<file path="config.mk">
export PLATFORM = sky130hd
export DESIGN_NAME = towns_sram_uploader
export DESIGN_NICKNAME = d
export VERILOG_FILES = /design/src/rtl/towns_sram_pkg.sv /design/src/rtl/towns_sram_idle_timer.sv /design/src/rtl/towns_sram_uploader.sv
export SDC_FILE = /design/constraint.sdc
export NUM_CORES = 1
export LEC_CHECK = 0
export CORE_AREA = 8 8 86 88
export CTS_BUF_LIST = sky130_fd_sc_hd__clkbuf_4 sky130_fd_sc_hd__clkbuf_8
export DETAILED_ROUTE_END_ITERATION = 10
export DIE_AREA = 0 0 94 96
export PLACE_DENSITY = 0.72
export SLEW_MARGIN = 30
export SYNTH_ARGS = -nofsm -noshare
export SYNTH_HDL_FRONTEND = slang
export SYNTH_SLANG_ARGS = --single-unit
export TNS_END_PERCENT = 5
</file>
<file path="constraint.sdc">
create_clock -name sysclk -period 2.4 [get_ports sysclk]
set_input_delay 0.48 -clock sysclk [delete_from_list [all_inputs] [get_ports sysclk]]
set_output_delay 0.48 -clock sysclk [all_outputs]
set_load 0.03 [all_outputs]
</file>
<file path="src/rtl/towns_sram_pkg.sv">
// Shared types and constants for the TOWNS CMOS/SRAM upload responder.
// Optional feature macro used by the top: SRAM_AUTOSAVE_EN.
package towns_sram_pkg;

    // Upload responder FSM states
    typedef enum logic [1:0] {
        ST_IDLE   = 2'd0,
        ST_REQ    = 2'd1,
        ST_ACTIVE = 2'd2,
        ST_FETCH  = 2'd3
    } state_t;

    // Default ioctl file index this block answers to
    localparam logic [7:0] UL_INDEX_DEF = 8'd1;

    // Byte returned for reads outside the image and after reset
    localparam logic [7:0] FILL_BYTE = 8'hFF;

    // Observation bundle: FSM state, dirty flag, sticky host-overlap flag
    typedef struct packed {
        state_t state;
        logic   dirty;
        logic   rd_overlap;
    } dbg_t;

endpackage

</file>
<file path="src/rtl/towns_sram_idle_timer.sv">
// Quiet-period timer for CMOS autosave: counts cycles while enabled,
// restarts on every clear, and flags expiry at LIMIT-1.
// Only instantiated when SRAM_AUTOSAVE_EN is defined.
module towns_sram_idle_timer #(
    parameter int              W     = 24,
    parameter logic [W-1:0]    LIMIT = 24'd10000000
) (
    input  logic clk,
    input  logic rst_n,
    input  logic clear,
    input  logic enable,
    output logic expire
);

    logic [W-1:0] cnt;

    assign expire = enable && (cnt == LIMIT - W'(1));

    // Count while enabled; any clear or loss of enable restarts the period
    always_ff @(posedge clk or negedge rst_n) begin
        if (!rst_n) begin
            cnt <= '0;
        end else if (clear || !enable) begin
            cnt <= '0;
        end else if (!expire) begin
            cnt <= cnt + W'(1);
        end
    end

endmodule

</file>
<file path="src/rtl/towns_sram_uploader.sv">
// HPS ioctl upload responder: streams the CMOS/SRAM image back to the host.
// A save trigger raises ioctl_upload_req; each host read is then served
// through a req/ack fetch on the CMOS RAM's second read port.
// Optional feature: define SRAM_AUTOSAVE_EN to save automatically once the
// CMOS has been quiet for IDLE_CYC cycles after a write.
import towns_sram_pkg::*;

module towns_sram_uploader #(
    parameter int          AW       = 13,
    parameter logic [7:0]  UL_INDEX = UL_INDEX_DEF,
    parameter logic [23:0] REQ_TMO  = 24'd5000000,
    parameter logic [23:0] IDLE_CYC = 24'd10000000
) (
    input  logic          sysclk,
    input  logic          rstn,
    input  logic          save_trig,
    input  logic          ioctl_upload,
    input  logic [7:0]    ioctl_index,
    input  logic          ioctl_rd,
    input  logic [24:0]   ioctl_addr,
    output logic [7:0]    ioctl_din,
    output logic          ioctl_wait,
    output logic          ioctl_upload_req,
    output logic [AW-1:0] mem_addr,
    output logic          mem_rd,
    input  logic          mem_ack,
    input  logic [7:0]    mem_rdat,
    input  logic          cmos_wr,
    output logic          busy,
    output dbg_t          dbg
);

    state_t      state;
    logic        save_q;
    logic [23:0] tmo_cnt;
    logic        abort_pend;
    logic        rd_overlap;
    logic        dirty;
    logic        autosave;
    logic        sel;
    logic        in_range;
    logic        start;

    assign sel      = ioctl_upload && (ioctl_index == UL_INDEX);
    assign in_range = (ioctl_addr[24:AW] == '0);

`ifdef SRAM_AUTOSAVE_EN
    towns_sram_idle_timer #(
        .W     (24),
        .LIMIT (IDLE_CYC)
    ) u_idle_timer (
        .clk    (sysclk),
        .rst_n  (rstn),
        .clear  (cmos_wr),
        .enable ((state == ST_IDLE) && dirty),
        .expire (autosave)
    );
`else
    logic unused_idle_cfg;
    assign unused_idle_cfg = ^IDLE_CYC;
    assign autosave        = 1'b0;
`endif

    assign start = (save_trig && !save_q) || autosave;
    assign busy  = (state != ST_IDLE);

    assign dbg.state      = state;
    assign dbg.dirty      = dirty;
    assign dbg.rd_overlap = rd_overlap;

    // Delay save_trig one cycle for rising-edge detection
    always_ff @(posedge sysclk or negedge rstn) begin
        if (!rstn) begin
            save_q <= 1'b0;
        end else begin
            save_q <= save_trig;
        end
    end

    // Dirty tracking: a CMOS write always wins over a completed-upload clear
    always_ff @(posedge sysclk or negedge rstn) begin
        if (!rstn) begin
            dirty <= 1'b0;
        end else if (cmos_wr) begin
            dirty <= 1'b1;
        end else if ((state == ST_ACTIVE) && !ioctl_upload) begin
            dirty <= 1'b0;
        end
    end

    // Upload request / host read service FSM with registered outputs
    always_ff @(posedge sysclk or negedge rstn) begin
        if (!rstn) begin
            state            <= ST_IDLE;
            ioctl_upload_req <= 1'b0;
            tmo_cnt          <= '0;
            mem_addr         <= '0;
            mem_rd           <= 1'b0;
            ioctl_wait       <= 1'b0;
            ioctl_din        <= FILL_BYTE;
            abort_pend       <= 1'b0;
            rd_overlap       <= 1'b0;
        end else begin
            case (state)
                ST_IDLE: begin
                    if (start) begin
                        state            <= ST_REQ;
                        ioctl_upload_req <= 1'b1;
                        tmo_cnt          <= '0;
                    end
                end
                ST_REQ: begin
                    if (sel) begin
                        state            <= ST_ACTIVE;
                        ioctl_upload_req <= 1'b0;
                    end else if (tmo_cnt == REQ_TMO - 24'd1) begin
                        state            <= ST_IDLE;
                        ioctl_upload_req <= 1'b0;
                    end else begin
                        tmo_cnt <= tmo_cnt + 24'd1;
                    end
                end
                ST_ACTIVE: begin
                    if (!ioctl_upload) begin
                        state <= ST_IDLE;
                    end else if (ioctl_rd && sel) begin
                        if (in_range) begin
                            state      <= ST_FETCH;
                            mem_addr   <= ioctl_addr[AW-1:0];
                            mem_rd     <= 1'b1;
                            ioctl_wait <= 1'b1;
                            abort_pend <= 1'b0;
                        end else begin
                            ioctl_din <= FILL_BYTE;
                        end
                    end
                end
                ST_FETCH: begin
                    // A host read while stalled is a protocol violation; note it only
                    if (ioctl_rd) begin
                        rd_overlap <= 1'b1;
                    end
                    if (!ioctl_upload) begin
                        abort_pend <= 1'b1;
                    end
                    // The RAM handshake is always completed, even if the host left
                    if (mem_ack) begin
                        mem_rd     <= 1'b0;
                        ioctl_wait <= 1'b0;
                        abort_pend <= 1'b0;
                        if (abort_pend || !ioctl_upload) begin
                            state <= ST_IDLE;
                        end else begin
                            ioctl_din <= mem_rdat;
                            state     <= ST_ACTIVE;
                        end
                    end
                end
                default: begin
                    state <= ST_IDLE;
                end
            endcase
        end
    end

endmodule

</file>
Word level (Yosys, flattened, before mapping). Cells that the tools add are included.

Logic and storage cells: 86. Output and inout bits: 29. Register bits after elaboration: 53.

Add/sub/neg operators: 1. Reductions and logical operators: 21. Eq/ne operators: 18. Muxes and demuxes: 36.

Operator list (count): $mux W24 (3); $pmux W24 S2 (1); $mux W8 (5); $add A24 B1 Y24 const B (1); $eq A24 B23 Y1 const B (1); $mux W2 (8); $ne A2 B2 Y1 const B (8); $pmux W8 S2 (1); $reduce_and A5 Y1 (3); $mux W1 (14); $logic_not A12 Y1 (1); $ne A3 B3 Y1 const B (3); $eq A8 B1 Y1 const B (1); $pmux W2 S4 (1); $reduce_and A4 Y1 (2); $reduce_bool A2 Y1 (4); $pmux W1 S2 (3); $reduce_and A6 Y1 (1); $eq A2 B2 Y1 const B (2); $logic_and A1 B1 Y1 (4); $ne A3 B2 Y1 const B (1); $reduce_and A3 Y1 (1); $eq A2 B1 Y1 const B (1); $logic_not A1 Y1 (2); 4 further kinds (4).

Longest topological paths before layout.
Depth in word-level cells: 6. Gate-level depth with buffers: 8.

Worst setup path before layout. No wires, ideal clock.

Path type: input to register. From: in ioctl_index[3]. To: reg mem_addr[10]. Arrival: 2.520 ns. Path buffers: 2. Slack: -0.245 ns. Setup time: 0.125 ns. Stages: 6. Data required time: 2.275 ns. Path through: or4_1 or4_1 buf_2 nor4_4 buf_6 mux2_4.

Cells in the longest elaborated chain, start to end: 4.

RTL lines: from (decl) (RTL line towns_sram_uploader.sv:18) `input logic [7:0] ioctl_index,`; $eq A8 B1 Y1 (RTL line towns_sram_uploader.sv:44) `assign sel = ioctl_upload && (ioctl_index == UL_INDEX);`; $logic_and A1 B1 Y1 (RTL line towns_sram_uploader.sv:44); $logic_and A1 B1 Y1 (RTL line towns_sram_uploader.sv:126) `end else if (ioctl_rd && sel) begin`; $reduce_and A4 Y1 (no source line); to (signal assigned) (RTL line towns_sram_uploader.sv:129) `mem_addr <= ioctl_addr[AW-1:0];`; to (decl) (RTL line towns_sram_uploader.sv:24) `output logic [AW-1:0] mem_addr,`.

No other way between the ends. A chain may end at the register's enable or synchronous reset.

Worst setup path in the final report.
From: in ioctl_index[3]. To: reg tmo_cnt[20].

Cells in the longest elaborated chain, start to end: 4.

RTL lines: $eq A8 B1 Y1 (RTL line towns_sram_uploader.sv:44); $logic_and A1 B1 Y1 (RTL line towns_sram_uploader.sv:44); $ne A2 B2 Y1 (no source line); $reduce_and A4 Y1 (no source line); to (signal assigned) (RTL line towns_sram_uploader.sv:120) `tmo_cnt <= tmo_cnt + 24'd1;`; to (decl) (RTL line towns_sram_uploader.sv:35) `logic [23:0] tmo_cnt;`.

No other way between the ends.

==> run_results.csv <==
group,metric,value,unit
status,outcome,"complete, no violations",
worst_setup_path,cp_num_cells,7,
placement,place_inst,399,
drt,wl,7180,um
clock_tree,cts_tree,"yes",
power,power_leakage,0.00154,uW
die,core,6100,um2
die,ioPinCount,77,
die,start_util,0.437,
cells_and_area,final_nets,381,
cells_and_area,antenna_cells,0,
die,die_y,96,um
clock_tree,clk_path_buf_depth,2,
synthesis,synth_area,2670,um2
synthesis,async_flop_share,1.00,
cells_and_area,fill_cells,519,
clock_tree,clkLatencyLatePin,0.31,ns
synthesis,ys.flop_type,"dfrtp_1",
power,switching_share,0.248,
power,switching_power,415,uW
worst_setup_path,worst-r2r-cell-count,6,
power,p_seq_frac,0.561,
synthesis,yosysWarnings,0,
sta,skew,0.0128,ns
drt,avgViaCountPerCell,5.66,
min_path,hold_class,"input port to async pin",
cells_and_area,utilization,0.611,
synthesis,syn_avg_cell_area,10.7,um2
clock_tree,cts.reportedPaths.clkPinSlew,0.10,ns
sta,fmax,0.438,GHz
synthesis,syn_inst,248,
cells_and_area,multi_input_area,1250,um2
grt,grt_usage,0.169,
placement,hpwl,5370,um
clock_tree,cts-buffers-inserted,5,
worst_setup_path,crit_fanout,13,
worst_setup_path,cp.arrival,2.53,ns
sta,maxSlewHeadroom,0.618,
synthesis,ys_ff_latch,53,
sta,drv_slew,0,
grt,grt_antenna_before_repair,0,
cells_and_area,finalNonFillerCells,410,
drt,via_count,2320,
placement,port_buffers,76,
grt,grt_max_degree,31,
cells_and_area,regArea,1340,um2
power,power_density,450,nW/um2
cells_and_area,area_delta_synth_final,39.9,%
cells_and_area,drive_above_1_share,0.162,
grt,globalRouteOverflowTotal,0,
job,maxCapViolCount,0,
die,rows,29,
power,internal_power,1260,uW
worst_setup_path,startpoint_type,"input port",
die,die_x,94,um
sta,rsz0062_at_grt,"no",
synthesis,synth_edf_count,0,
worst_setup_path,worst-path-buf-inv,2,
worst_setup_path,critPathSlowestCell,"or4_1",
drt,drt_iter0_drc,113,
power,p_clk_frac,0.312,
synthesis,synth_nets,297,
worst_setup_path,worstPathRequired,2.65,ns
drt,post_drt_wl_per_cell,17.5,um
worst_setup_path,worstReg2RegStart,"tmo_cnt[23]",
sta,holdWs,0.151,ns
clock_tree,cts-htree-levels,2,
die,dieArea,9020,um2
sta,final_hold_viol_count,0,
worst_setup_path,path_cells,"dlygate4sd2_1 -> or4_1 -> or4_4 -> buf_4 -> o22a_2 -> a31o_2 -> a21oi_1",
sta,setup_viol,0,
worst_setup_path,cpLargestDelayFamily,"simple AND/OR/NAND/NOR gates",
placement,place.gp.congestion,0.805,
sta,finalCritPeriodShare,0.952,
synthesis,synth_cell_type_count,42,
clock_tree,cts_root_buf,"clkbuf_8",
drt,antenna_left,0,
worst_setup_path,critPathCaptureType,"flip-flop",
power,pwr-share-comb,0.127,
synthesis,yosysSeqAreaShare,0.501,
clock_tree,cts_sinks,53,
sta,tightest_slew,0.573,ns
grt,grt_pass1_vias,2490,
worst_setup_path,crit_type,"input port to flip-flop",
worst_setup_path,cpPeakStageDelay,0.50,ns
drt,drc,0,
drt,drtPass1Iterations,4,
sta,period_minus_slack,2.28,ns
worst_setup_path,cp-startpoint,"ioctl_index[3]",
power,peakVddDrop,0.245,mV
grt,grt_pass1_wl,11900,um
stage by stage:
stage	TNS, ns	setup WS (ns)	total power, uW	instance area (um2)
global placement	-20.87	-0.526	1170	3570
floorplan	-1.03	-0.129	1040	2670
CTS	0	0.00280	1700	3730
detailed placement	-22.46	-0.551	1180	3570
global route	0	0.0473	1750	3730
finish	0	0.116	1680	3730
timing repair:
item | CTS | global route
setup endpoints to repair | 48 | 16
cloned | 1 | 0
buffers inserted | 2 | 0
resized for setup | 10 | 1
hold buffers | 0 | 0
pin swaps | 3 | 1
Yosys cell counts (all sizes together) (2+ instances only):
library cell  count  area share
dfrtp            45        0.42
nand2            21       0.030
a21oi            18       0.034
or4              15       0.042
mux2             14       0.070
o31ai            11       0.031
nand4             9       0.021
o22a              9       0.030
dfstp             8       0.079
nand2b            8       0.019
buf               7       0.018
clkbuf            7      0.0099
nand3             7       0.013
nor4              7       0.022
inv               6      0.0085
o21ai             6       0.011
nor2              5      0.0070
a21o              4       0.011
and2              4      0.0094
and4              4       0.013
mux2i             4       0.015
o211ai            4       0.011
a31o              3      0.0099
and3              3      0.0070
nor2b             3      0.0070
nor3              2      0.0038
o21a              2      0.0056
or3               2      0.0047
cell families (layout without fill, tap and decap cells):
kind of cell | Yosys count | after routing | share of synthesized area
and+or+nand+nor | 95 | 95 | 0.215
adders and majority gates | 1 | 1 | 0.00469
AOI/OAI and AO/OA | 61 | 61 | 0.157
DFF | 53 | 53 | 0.501
muxes | 18 | 18 | 0.0854
buffers and inverters | 20 | 105 | 0.0366
path summary, 6_finish.rpt:
| path | end | slack, ns |
|---|---|---|
| max in group asynchronous | ioctl_din[7] | 1.61 |
| worst min-delay path | tmo_cnt[7] | 0.15 |
| worst max register to register | tmo_cnt[15] | 0.25 |
| worst min register to register | rd_overlap | 0.47 |
| worst max-delay path | tmo_cnt[20] | 0.12 |
| min in group sysclk | rd_overlap | 0.47 |
cell type report:
cell class,instances,share of cell area
inverters,6,0.00604
clock buffers,7,0.0225
clock inverters,1,0.00201
multi-input cells,175,0.337
flip-flops and latches,53,0.359
repair buffers,91,0.248
well taps,77,0.0258
cells in the final DEF, fill, tap and decap left out, types with 5 or more instances in the layout:
cell	instances
nand2_1	21
inv_1	6
o22a_1	8
o31ai_1	11
or4_1	14
clkbuf_8	5
dfrtp_1	45
dfstp_2	8
buf_4	11
a21oi_1	18
clkdlybuf4s50_1	71
mux2_4	13
nand3_1	7
nor4_1	6
nor2_1	5
nand4_1	9
nand2b_1	8
o21ai_0	6
power groups by stage:
stage	Clock [uW]	Sequential [uW]	Combinational (uW)
4_1_cts	546	942	217
6_report	523	942	213
2_1_floorplan	0	958	78.1
3_5_place_dp	0	959	217
5_1_grt	568	947	233
3_3_place_gp	0	957	213
per-layer routing:
metal	up-vias	GRT usage	wire [um]
met1	1133	0.190	2940
met5	-	0	0
met4	0	0.0661	110
li1	1102	-	-
met3	9	0.0827	724
met2	76	0.271	3410
registers in the layout, indices dropped and copies added, names as in the netlist:
name and flops:
ioctl_upload_req 1, ioctl_din 8, dirty 1, abort_pend 1
save_q 1, rd_overlap 1, state 2, mem_addr 13
tmo_cnt 24, mem_rd 1
worst reg2reg max path, stage by stage (launching register included):
cell      delay [ns]
dfrtp_1         0.41
or3b_2          0.47
or3_1           0.40
o211ai_1        0.28
buf_4           0.24
nor4_1          0.09
mux2i_1         0.14
No activity file was read; power rests on OpenSTA's default activity.
